<file path="config.mk">
export PLATFORM = sky130hd
export DESIGN_NAME = axi_rd_arbiter
export DESIGN_NICKNAME = d
export VERILOG_FILES = /design/src/rtl/axi_arb_pkg.sv /design/src/rtl/axi_rd_arbiter_rr_picker.sv /design/src/rtl/axi_rd_arbiter.sv
export SDC_FILE = /design/constraint.sdc
export NUM_CORES = 1
export LEC_CHECK = 0
export BUFFER_PORTS_ARGS = -buffer_cell sky130_fd_sc_hd__buf_2
export CORE_ASPECT_RATIO = 0.7
export CORE_MARGIN = 5
export CORE_UTILIZATION = 32
export CTS_BUF_LIST = sky130_fd_sc_hd__clkbuf_2
export CTS_CLUSTER_SIZE = 25
export DETAILED_ROUTE_END_ITERATION = 8
export PLACE_DENSITY = 0.67
export SKIP_CTS_REPAIR_TIMING = 1
export SLEW_MARGIN = 5
export SYNTH_ARGS = -nofsm -noshare
export SYNTH_HDL_FRONTEND = slang
export SYNTH_HIERARCHICAL = 1
export SYNTH_SLANG_ARGS = --single-unit
export TNS_END_PERCENT = 1
</file>
<file path="constraint.sdc">
create_clock -name clk -period 2.96 [get_ports clk]
set_input_delay 0.592 -clock clk [delete_from_list [all_inputs] [get_ports clk]]
set_output_delay 0.592 -clock clk [all_outputs]
set_load 0.03 [all_outputs]
</file>
<file path="src/rtl/axi_arb_pkg.sv">
// rtl/axi_arb_pkg.sv - shared types and AXI constants for the read-channel arbiter
package axi_arb_pkg;

  typedef enum logic [1:0] {
    ARB_IDLE = 2'd0,
    ARB_ADDR = 2'd1,
    ARB_DATA = 2'd2
  } arb_state_t;

  typedef struct packed {
    logic [31:0] addr;
    logic [3:0]  len;
    logic [2:0]  size;
  } rd_req_t;

  localparam logic [1:0] AXI_BURST_INCR = 2'b01;
  localparam logic [1:0] AXI_RESP_OKAY  = 2'b00;

endpackage

</file>
<file path="src/rtl/axi_rd_arbiter_rr_picker.sv">
// rtl/axi_rd_arbiter_rr_picker.sv - combinational round-robin winner search
// Winner is the first requesting index at or after ptr, wrapping modulo NUM_MASTERS.
module rr_picker #(
  parameter int NUM_MASTERS = 3,
  parameter int PTR_W       = 2
) (
  input  logic [NUM_MASTERS-1:0] req,
  input  logic [PTR_W-1:0]       ptr,
  output logic                   gnt_valid,
  output logic [PTR_W-1:0]       gnt_idx
);

  logic [PTR_W-1:0] idx;

  // Scan from the farthest offset down so the nearest requester overwrites last.
  always_comb begin
    gnt_valid = 1'b0;
    gnt_idx   = '0;
    idx       = '0;
    for (int k = NUM_MASTERS - 1; k >= 0; k--) begin
      idx = PTR_W'((int'(ptr) + k) % NUM_MASTERS);
      if (req[idx]) begin
        gnt_valid = 1'b1;
        gnt_idx   = idx;
      end
    end
  end

endmodule

</file>
<file path="src/rtl/axi_rd_arbiter.sv">
// rtl/axi_rd_arbiter.sv - round-robin sharing of one AXI3 read channel, one burst outstanding
// Requester index travels on arid; read data is routed back to the latched owner.
module axi_rd_arbiter
  import axi_arb_pkg::*;
#(
  parameter int NUM_MASTERS = 3,
  parameter int ID_WIDTH    = 4
) (
  input  logic                      clk,
  input  logic                      reset,
  input  logic [NUM_MASTERS-1:0]    m_req,
  input  logic [NUM_MASTERS*32-1:0] m_addr,
  input  logic [NUM_MASTERS*4-1:0]  m_len,
  input  logic [NUM_MASTERS*3-1:0]  m_size,
  output logic [NUM_MASTERS-1:0]    m_ack,
  output logic [NUM_MASTERS-1:0]    m_rvalid,
  input  logic [NUM_MASTERS-1:0]    m_rready,
  output logic [31:0]               m_rdata,
  output logic [1:0]                m_rresp,
  output logic                      m_rlast,
  output logic [ID_WIDTH-1:0]       arid,
  output logic [31:0]               araddr,
  output logic [3:0]                arlen,
  output logic [2:0]                arsize,
  output logic [1:0]                arburst,
  output logic [1:0]                arlock,
  output logic [3:0]                arcache,
  output logic [2:0]                arprot,
  output logic                      arvalid,
  input  logic                      arready,
  input  logic [ID_WIDTH-1:0]       rid,
  input  logic [31:0]               rdata,
  input  logic [1:0]                rresp,
  input  logic                      rlast,
  input  logic                      rvalid,
  output logic                      rready
);

  localparam int PTR_W = $clog2(NUM_MASTERS);

  arb_state_t       state_q, state_d;
  logic [PTR_W-1:0] ptr_q, ptr_d;
  logic [PTR_W-1:0] owner_q, owner_d;
  rd_req_t          req_q, req_d;

  logic             gnt_valid;
  logic [PTR_W-1:0] gnt_idx;

  rr_picker #(
    .NUM_MASTERS (NUM_MASTERS),
    .PTR_W       (PTR_W)
  ) u_picker (
    .req       (m_req),
    .ptr       (ptr_q),
    .gnt_valid (gnt_valid),
    .gnt_idx   (gnt_idx)
  );

  always_comb begin
    state_d = state_q;
    ptr_d   = ptr_q;
    owner_d = owner_q;
    req_d   = req_q;
    case (state_q)
      ARB_IDLE: begin
        // Payload is captured here so a requester dropping m_req later cannot disturb AR.
        if (gnt_valid) begin
          owner_d    = gnt_idx;
          req_d.addr = m_addr[int'(gnt_idx)*32 +: 32];
          req_d.len  = m_len[int'(gnt_idx)*4 +: 4];
          req_d.size = m_size[int'(gnt_idx)*3 +: 3];
          state_d    = ARB_ADDR;
        end
      end
      ARB_ADDR: begin
        if (arready) begin
          state_d = ARB_DATA;
        end
      end
      ARB_DATA: begin
        if (rvalid && rready && rlast) begin
          ptr_d   = (owner_q == PTR_W'(NUM_MASTERS - 1)) ? '0 : owner_q + 1'b1;
          state_d = ARB_IDLE;
        end
      end
      default: state_d = ARB_IDLE;
    endcase
  end

  always_ff @(posedge clk) begin
    if (reset) begin
      state_q <= ARB_IDLE;
      ptr_q   <= '0;
      owner_q <= '0;
      req_q   <= '0;
    end else begin
      state_q <= state_d;
      ptr_q   <= ptr_d;
      owner_q <= owner_d;
      req_q   <= req_d;
    end
  end

  always_comb begin
    m_ack    = '0;
    m_rvalid = '0;
    rready   = 1'b0;
    if (state_q == ARB_ADDR && arready) begin
      m_ack[owner_q] = 1'b1;
    end
    if (state_q == ARB_DATA) begin
      rready            = m_rready[owner_q];
      m_rvalid[owner_q] = rvalid;
    end
  end

  assign arvalid = (state_q == ARB_ADDR);
  assign arid    = ID_WIDTH'(owner_q);
  assign araddr  = req_q.addr;
  assign arlen   = req_q.len;
  assign arsize  = req_q.size;
  assign arburst = AXI_BURST_INCR;
  assign arlock  = 2'b00;
  assign arcache = 4'b0000;
  assign arprot  = 3'b000;

  assign m_rdata = rdata;
  assign m_rresp = rresp;
  assign m_rlast = rlast;

  // With a single burst in flight, any beat must carry the owner's id and arrive only in DATA.
  a_rid_owner: assert property (@(posedge clk) disable iff (reset)
    (state_q == ARB_DATA && rvalid) |-> (rid == arid));
  a_rvalid_in_data: assert property (@(posedge clk) disable iff (reset)
    rvalid |-> (state_q == ARB_DATA));

endmodule
</file>
==> reports/results.ini, run 1 <==
[run_status]
status=finished, final reports clean

[die]
num_io_pins=263
die_y_um=90.5
dieArea_mm2=0.0113
coreArea_mm2=0.00903
fp.dieW_um=125
row_count=29
start_util_pct=32.8

[logic_synthesis]
yosysWarnings=6
yosysSeqAreaShare_pct=30.4
synth_commonest_cells=nor2_1 (82), buf_4 (48), dfxtp_1 (45), mux2i_1 (41), nor3_1 (40)
syn_avg_cell_area_um2=7.77
ys_seq_elements=45
synth_largest_area_cell=dfxtp_1
synth-main-ff-cell=dfxtp_1
synth_area_leaders=dfxtp_1 (30%), mux2i_1 (14%), buf_4 (12%)
ys_types=35
synth-edff-count=0
mappedNetlistArea_mm2=0.00296
yosysMostFrequentCell=nor2_1
yosysTopAreaCellShare_pct=30.4
syn_inst=381
async_flop_share_pct=0

[layout]
diodes=0
n_fill_cell=949
nets=676
drive_gt1_share_pct=38.8
syn_to_final_growth_pct=25.7

[placed_design]
io_buffers=177
place_hpwl_um=6850
place_congestion=0.799

[clocking]
h-tree-depth=2
clock-sinks=45
cts_buffer_depth=2
cts_buffers=5
cts_tree=done
clk_latency_ns=0.41
cts_root_buf=clkbuf_2
clkTransAtPathRegs_ns=0.22

[sta]
fmax_ghz=0.368
finalHoldViolations=0
rsz0062_at_grt=false
holdWs_ns=0.458
slew_headroom_pct=42.6
maxSlewViolCount=0
skew_ns=0.0302
min_period_ns=2.72
setup_tns_ns=0
setup_violations=0
tightest_slew_ns=0.861
post-route-period-util_pct=91.7

[worst_setup_path]
critPathBufInv=2
rrSetupSlack_ns=0.24
critical-path-slowest-cell=dfxtp_1
path_common_cell=mux2i_1
reg2regPathDepth=10
critPathTopFamily=compound AO/OA/AOI/OAI gates
r2r_end=araddr[4]
worst-setup-path-type=reg -> reg
required_ns=3.22
critPathArrivalTime_ns=2.98
cp-end-kind=flip-flop
cp.depth=10
slowest_delay_ns=0.39
r2r-start=ptr_q[1]
startpoint_type=flip-flop
worstPathMaxFanout=33
path_cells=inv_1 -> ha_1 -> mux2i_1 -> o221ai_1 -> o311ai_2 -> buf_12 -> mux2i_1 -> nor2_1 -> a211oi_1 -> nor3_1

[detailed_routing]
drt_wl_total_um=9320
post_drt_wl_per_cell_um=14.7
vias=3048
first_pass_iters=4
antenna_left=0
first_iter_violations=93
drc=0
vias_per_cell=4.82

[power]
p_leak_nw=1.78
irDropWorstVdd_mv=0.231
p_per_area_mw_per_mm2=481

[worst_hold_path]
hp-class=in -> reg
hp-start=arready
hold_path_depth=3
hold_path_end=state_q[0]

[grt]
grt_pass1_vias=3032
antenna_found_initial=0
grt_overflow=0
grt_max_degree=46
track_usage_pct=15.3
grt_pass1_wl_um=14700

[job]
maxCapViolCount=0

[metrics by stage]
step	area, µm²	worst slack [ns]	power, mW	std cells	util, %
2_1_floorplan	3000	0.517	1.31	392	-
3_3_place_gp	3640	0.224	1.44	623	40.3
3_5_place_dp	3640	0.0910	1.46	623	40.3
4_1_cts	3710	0.0641	1.82	631	41.0
5_1_grt	3720	0.0248	1.92	632	41.2
6_report	3720	0.245	1.79	632	41.2
[layout by cell type (no fill, tap or decap), drive strengths merged]
cell and instances:
a211oi 39, a21boi 1, a21oi 7, and2 1, and4b 1, and4bb 1
buf 184, bufinv 1, clkbuf 6, clkinv 1, conb 13, dfxtp 45
ha 3, inv 3, mux2i 41, nand2 10, nand2b 1, nand3 2
nand3b 1, nand4 1, nor2 82, nor2b 7, nor3 40, nor3b 2
o211ai 1, o21a 1, o21ai 5, o221ai 1, o22a 1, o311ai 1
o32a 2, or2b 1, or3 1, or4 1
[tightest hold or removal path: stages]
cell	delay, ns
buf_2	0.08
nand2b_1	0.09
a21oi_1	0.06
[layer usage]
layer	global-route usage [%]	share of wire, %	up-vias
li1	-	-	1514
met1	18.8	43	1400
met2	25.0	46	127
met3	6.97	10	7
met4	2.89	0.61	0
met5	0	0	-
[cell families after synthesis]
logic type | Yosys count | share of synthesized area (%)
compound gates | 59 | 14.2
buf+inv | 80 | 17.0
mux | 41 | 13.9
simple gates | 151 | 23.0
other cells | 2 | 0.254
fa+ha+maj | 3 | 1.27
flops | 45 | 30.4
[worst max path at each step]
stage | startpoint | endpoint | slack [ns]
detailed placement | ptr_q[1] | araddr[29] | 0.09
CTS | ptr_q[1] | araddr[10] | 0.06
global placement | ptr_q[1] | araddr[0] | 0.22
floorplan | state_q[0] | m_ack[2] | 0.52
finish | ptr_q[1] | araddr[4] | 0.24
global route | ptr_q[1] | araddr[16] | 0.02
[layout make-up]
type	count	area, µm²	share of cell area [%]
multi-input combinational	268	1640	44.0
tap	124	155	4.17
clock inverter	2	33.8	0.908
sequential	45	901	24.2
clock buffer	6	30.0	0.807
timing repair buffer	184	951	25.6
inverter	3	11.3	0.303
[where the power goes]
| part | total [mW] | switching [mW] | internal [mW] |
|---|---|---|---|
| sequential | 0.730 | 0.0415 | 0.688 |
| combinational | 0.712 | 0.459 | 0.253 |
| clock | 0.346 | 0.202 | 0.144 |
[sequential cells by signal, summed over array words and instances (netlist names)]
| register | count |
|---|---|
| arlen | 4 |
| owner_q | 2 |
| state_q | 2 |
| araddr | 32 |
| ptr_q | 2 |
| arsize | 3 |
Power figures use the tool's default switching activity.
==> inputs of run 2 (changes only) <==
--- a/config.mk
+++ b/config.mk
@@ -12,6 +12,7 @@
 export CTS_BUF_LIST = sky130_fd_sc_hd__clkbuf_2
 export CTS_CLUSTER_SIZE = 25
 export DETAILED_ROUTE_END_ITERATION = 8
+export HOLD_SLACK_MARGIN = 0.08
 export PLACE_DENSITY = 0.67
 export SKIP_CTS_REPAIR_TIMING = 1
 export SLEW_MARGIN = 5
==> constraint.sdc (replaced) <==
create_clock -name clk -period 3 [get_ports clk]
set_input_delay 0.6 -clock clk [delete_from_list [all_inputs] [get_ports clk]]
set_output_delay 0.6 -clock clk [all_outputs]
set_load 0.03 [all_outputs]
==> run 2 against run 1 <==
Effect of this change: sequential power is 1% lower; utilization is 0.22 points lower; combinational power is 2% lower; largest power group unchanged; critical endpoint is now araddr[8]; wire length is 5.5% lower; clock power is 34% lower; die area stayed put; fmax is 0.84% higher; sequential share of layout area is 0.13 points higher.
==> reports/results.ini, run 2 (same netlist as run 1, synthesis figures left out) <==
[detailed_routing]
drc=0  ; unchanged
post_drt_wl_per_cell_um=14.0  ; -5.4%
first_iter_violations=117  ; +26%
vias_per_cell=4.82  ; about the same
first_pass_iters=5  ; +1
vias=3041  ; -0.23%
drt_wl_total_um=8810  ; -5.5%
antenna_left=0  ; unchanged

[worst_setup_path]
critical-path-slowest-cell=nor2b_4
critPathTopFamily=simple AND/OR/NAND/NOR gates
worstPathMaxFanout=39  ; +18%
rrSetupSlack_ns=0.31  ; +0.06 ns
startpoint_type=flip-flop
critPathArrivalTime_ns=3.01  ; +0.03 ns
required_ns=3.32  ; +0.10 ns
path_cells=inv_1 -> ha_1 -> o21ai_0 -> o211ai_1 -> o311ai_2 -> nor2b_4 -> a211oi_1 -> nor3_1
worst-setup-path-type=reg -> reg
slowest_delay_ns=0.82  ; +0.43 ns
cp.depth=8  ; -2
cp-end-kind=flip-flop
reg2regPathDepth=8  ; -2
r2r-start=ptr_q[0]
r2r_end=araddr[8]
critPathBufInv=1  ; -1

[layout]
layout_commonest_cell=buf_2
final_cell_mix=buf_2 (177), nor2_1 (82), dfxtp_1 (45)
largest_reg_flops=32  ; unchanged
nets=677  ; +0.15%
drive_gt1_share_pct=38.9  ; +0.076 points
multi_input_area_mm2=0.00162  ; -0.84%
n_fill_cell=923  ; -2.7%
regArea_um2=901  ; unchanged
syn_to_final_growth_pct=25.0
diodes=0  ; unchanged

[power]
power.internal_mw=0.978  ; -9.9%
p_leak_nw=1.78  ; -0.34%
power_frac_seq_pct=43.7  ; +2.9 points
pwr-share-comb_pct=42.4  ; +2.6 points
p_per_area_mw_per_mm2=446  ; -7.2%
switching_share_pct=40.7  ; +1.4 points
clkPwrFrac_pct=13.9  ; -5.5 points
switchingPower_mw=0.672  ; -4.5%
irDropWorstVdd_mv=0.234  ; +1.5%

[sta]
post-route-period-util_pct=89.8  ; -2.0 points
min_period_ns=2.69  ; -0.0226 ns
slew_headroom_pct=35.9  ; -6.7 points
finalHoldViolations=0  ; unchanged
setup_violations=0  ; unchanged
tightest_slew_ns=0.959  ; +0.0981 ns
fmax_ghz=0.371  ; +0.84%
skew_ns=0.00708  ; -0.0231 ns
setup_tns_ns=0  ; unchanged
rsz0062_at_grt=false
maxSlewViolCount=0  ; unchanged
holdWs_ns=0.486  ; +0.0282 ns
fin_ws_ns=0.307  ; +0.0626 ns

[die]
fp.dieW_um=125  ; unchanged
coreArea_mm2=0.00903  ; unchanged
dieArea_mm2=0.0113  ; unchanged
start_util_pct=32.8  ; unchanged
num_io_pins=263  ; unchanged
row_count=29  ; unchanged
die_y_um=90.5  ; unchanged

[grt]
grt_overflow=0  ; unchanged
grt_pass1_wl_um=14300  ; -2.9%
grt_max_degree=46  ; unchanged
antenna_found_initial=0  ; unchanged
grt_pass1_vias=2969  ; -2.1%
track_usage_pct=14.8  ; -0.52 points

[run_status]
status=finished, final reports clean

[placed_design]
place_congestion=0.787  ; -1.6%
io_buffers=177  ; unchanged
dp_slack_ns=0.244  ; +0.153 ns
place_hpwl_um=6750  ; -1.5%

[clocking]
clkTransAtPathRegs_ns=0.21  ; about the same
cts_buffer_depth=2  ; unchanged
clock-sinks=45  ; unchanged
cts_tree=done
cts_root_buf=clkbuf_2
clk_latency_ns=0.38  ; -0.03 ns
h-tree-depth=2  ; unchanged
cts_buffers=5  ; unchanged

[job]
maxCapViolCount=0  ; unchanged

[worst_hold_path]
hold_path_depth=3  ; unchanged
hp-start=arready
hold_path_end=state_q[0]
hp-class=in -> reg

run 2: changes by cell type in the layout (fill, tap and decap cells not counted):
| cell | before | now |
|---|---|---|
| clkinv_2 | 0 | 1 |
| nor2b_4 | 2 | 1 |
| clkinv_1 | 1 | 0 |
| clkbuf_2 | 6 | 5 |
| buf_4 | 6 | 7 |
| bufinv_16 | 1 | 0 |
| buf_12 | 1 | 2 |
run 2: layout make-up:
| class | count | area share (%) |
|---|---|---|
| clock buffer | 5 | 0.676 |
| clock inverter | 1 | 0.135 |
| inverter | 3 | 0.304 |
| multi-input combinational | 267 | 43.9 |
| sequential | 45 | 24.3 |
| tap | 124 | 4.19 |
| timing repair buffer | 186 | 26.4 |
run 2: worst max-delay path by stage:
stage                     startpoint         end
after floorplan           state_q[0]    m_ack[2]
after global placement      m_req[1]   araddr[0]
after detailed placement    m_req[1]   araddr[0]
after CTS                   ptr_q[0]  araddr[15]
after global routing        ptr_q[0]  araddr[15]
final                       ptr_q[0]   araddr[8]
run 2: routing by layer:
| layer | wire, µm | global-route usage [%] | vias up |
|---|---|---|---|
| li1 | - | - | 1509 |
| met2 | 3990 | 24.2 | 148 |
| met1 | 3770 | 18.1 | 1382 |
| met5 | 0 | 0 | - |
| met4 | 18 | 2.53 | 0 |
| met3 | 1020 | 6.86 | 2 |
run 2: power by group through the flow:
stage	Sequential [mW]	Clock, mW	Combinational [mW]
2_1_floorplan	0.884	0	0.409
3_3_place_gp	0.729	0	0.697
3_5_place_dp	0.733	0	0.704
4_1_cts	0.722	0.255	0.707
5_1_grt	0.734	0.289	0.768
6_report	0.721	0.230	0.700
run 2: stage by stage:
stage	total power [mW]	utilization (%)	cells	instance area, µm²
after floorplan	1.29	-	392	3000
after global placement	1.43	40.6	625	3670
after detailed placement	1.44	40.6	625	3670
after CTS	1.68	40.9	631	3700
after global routing	1.79	40.9	631	3700
final	1.65	40.9	631	3700
run 2: worst min-delay path: stages:
cell and delay (ns):
buf_2 0.08, nand2b_1 0.10, a21oi_1 0.06
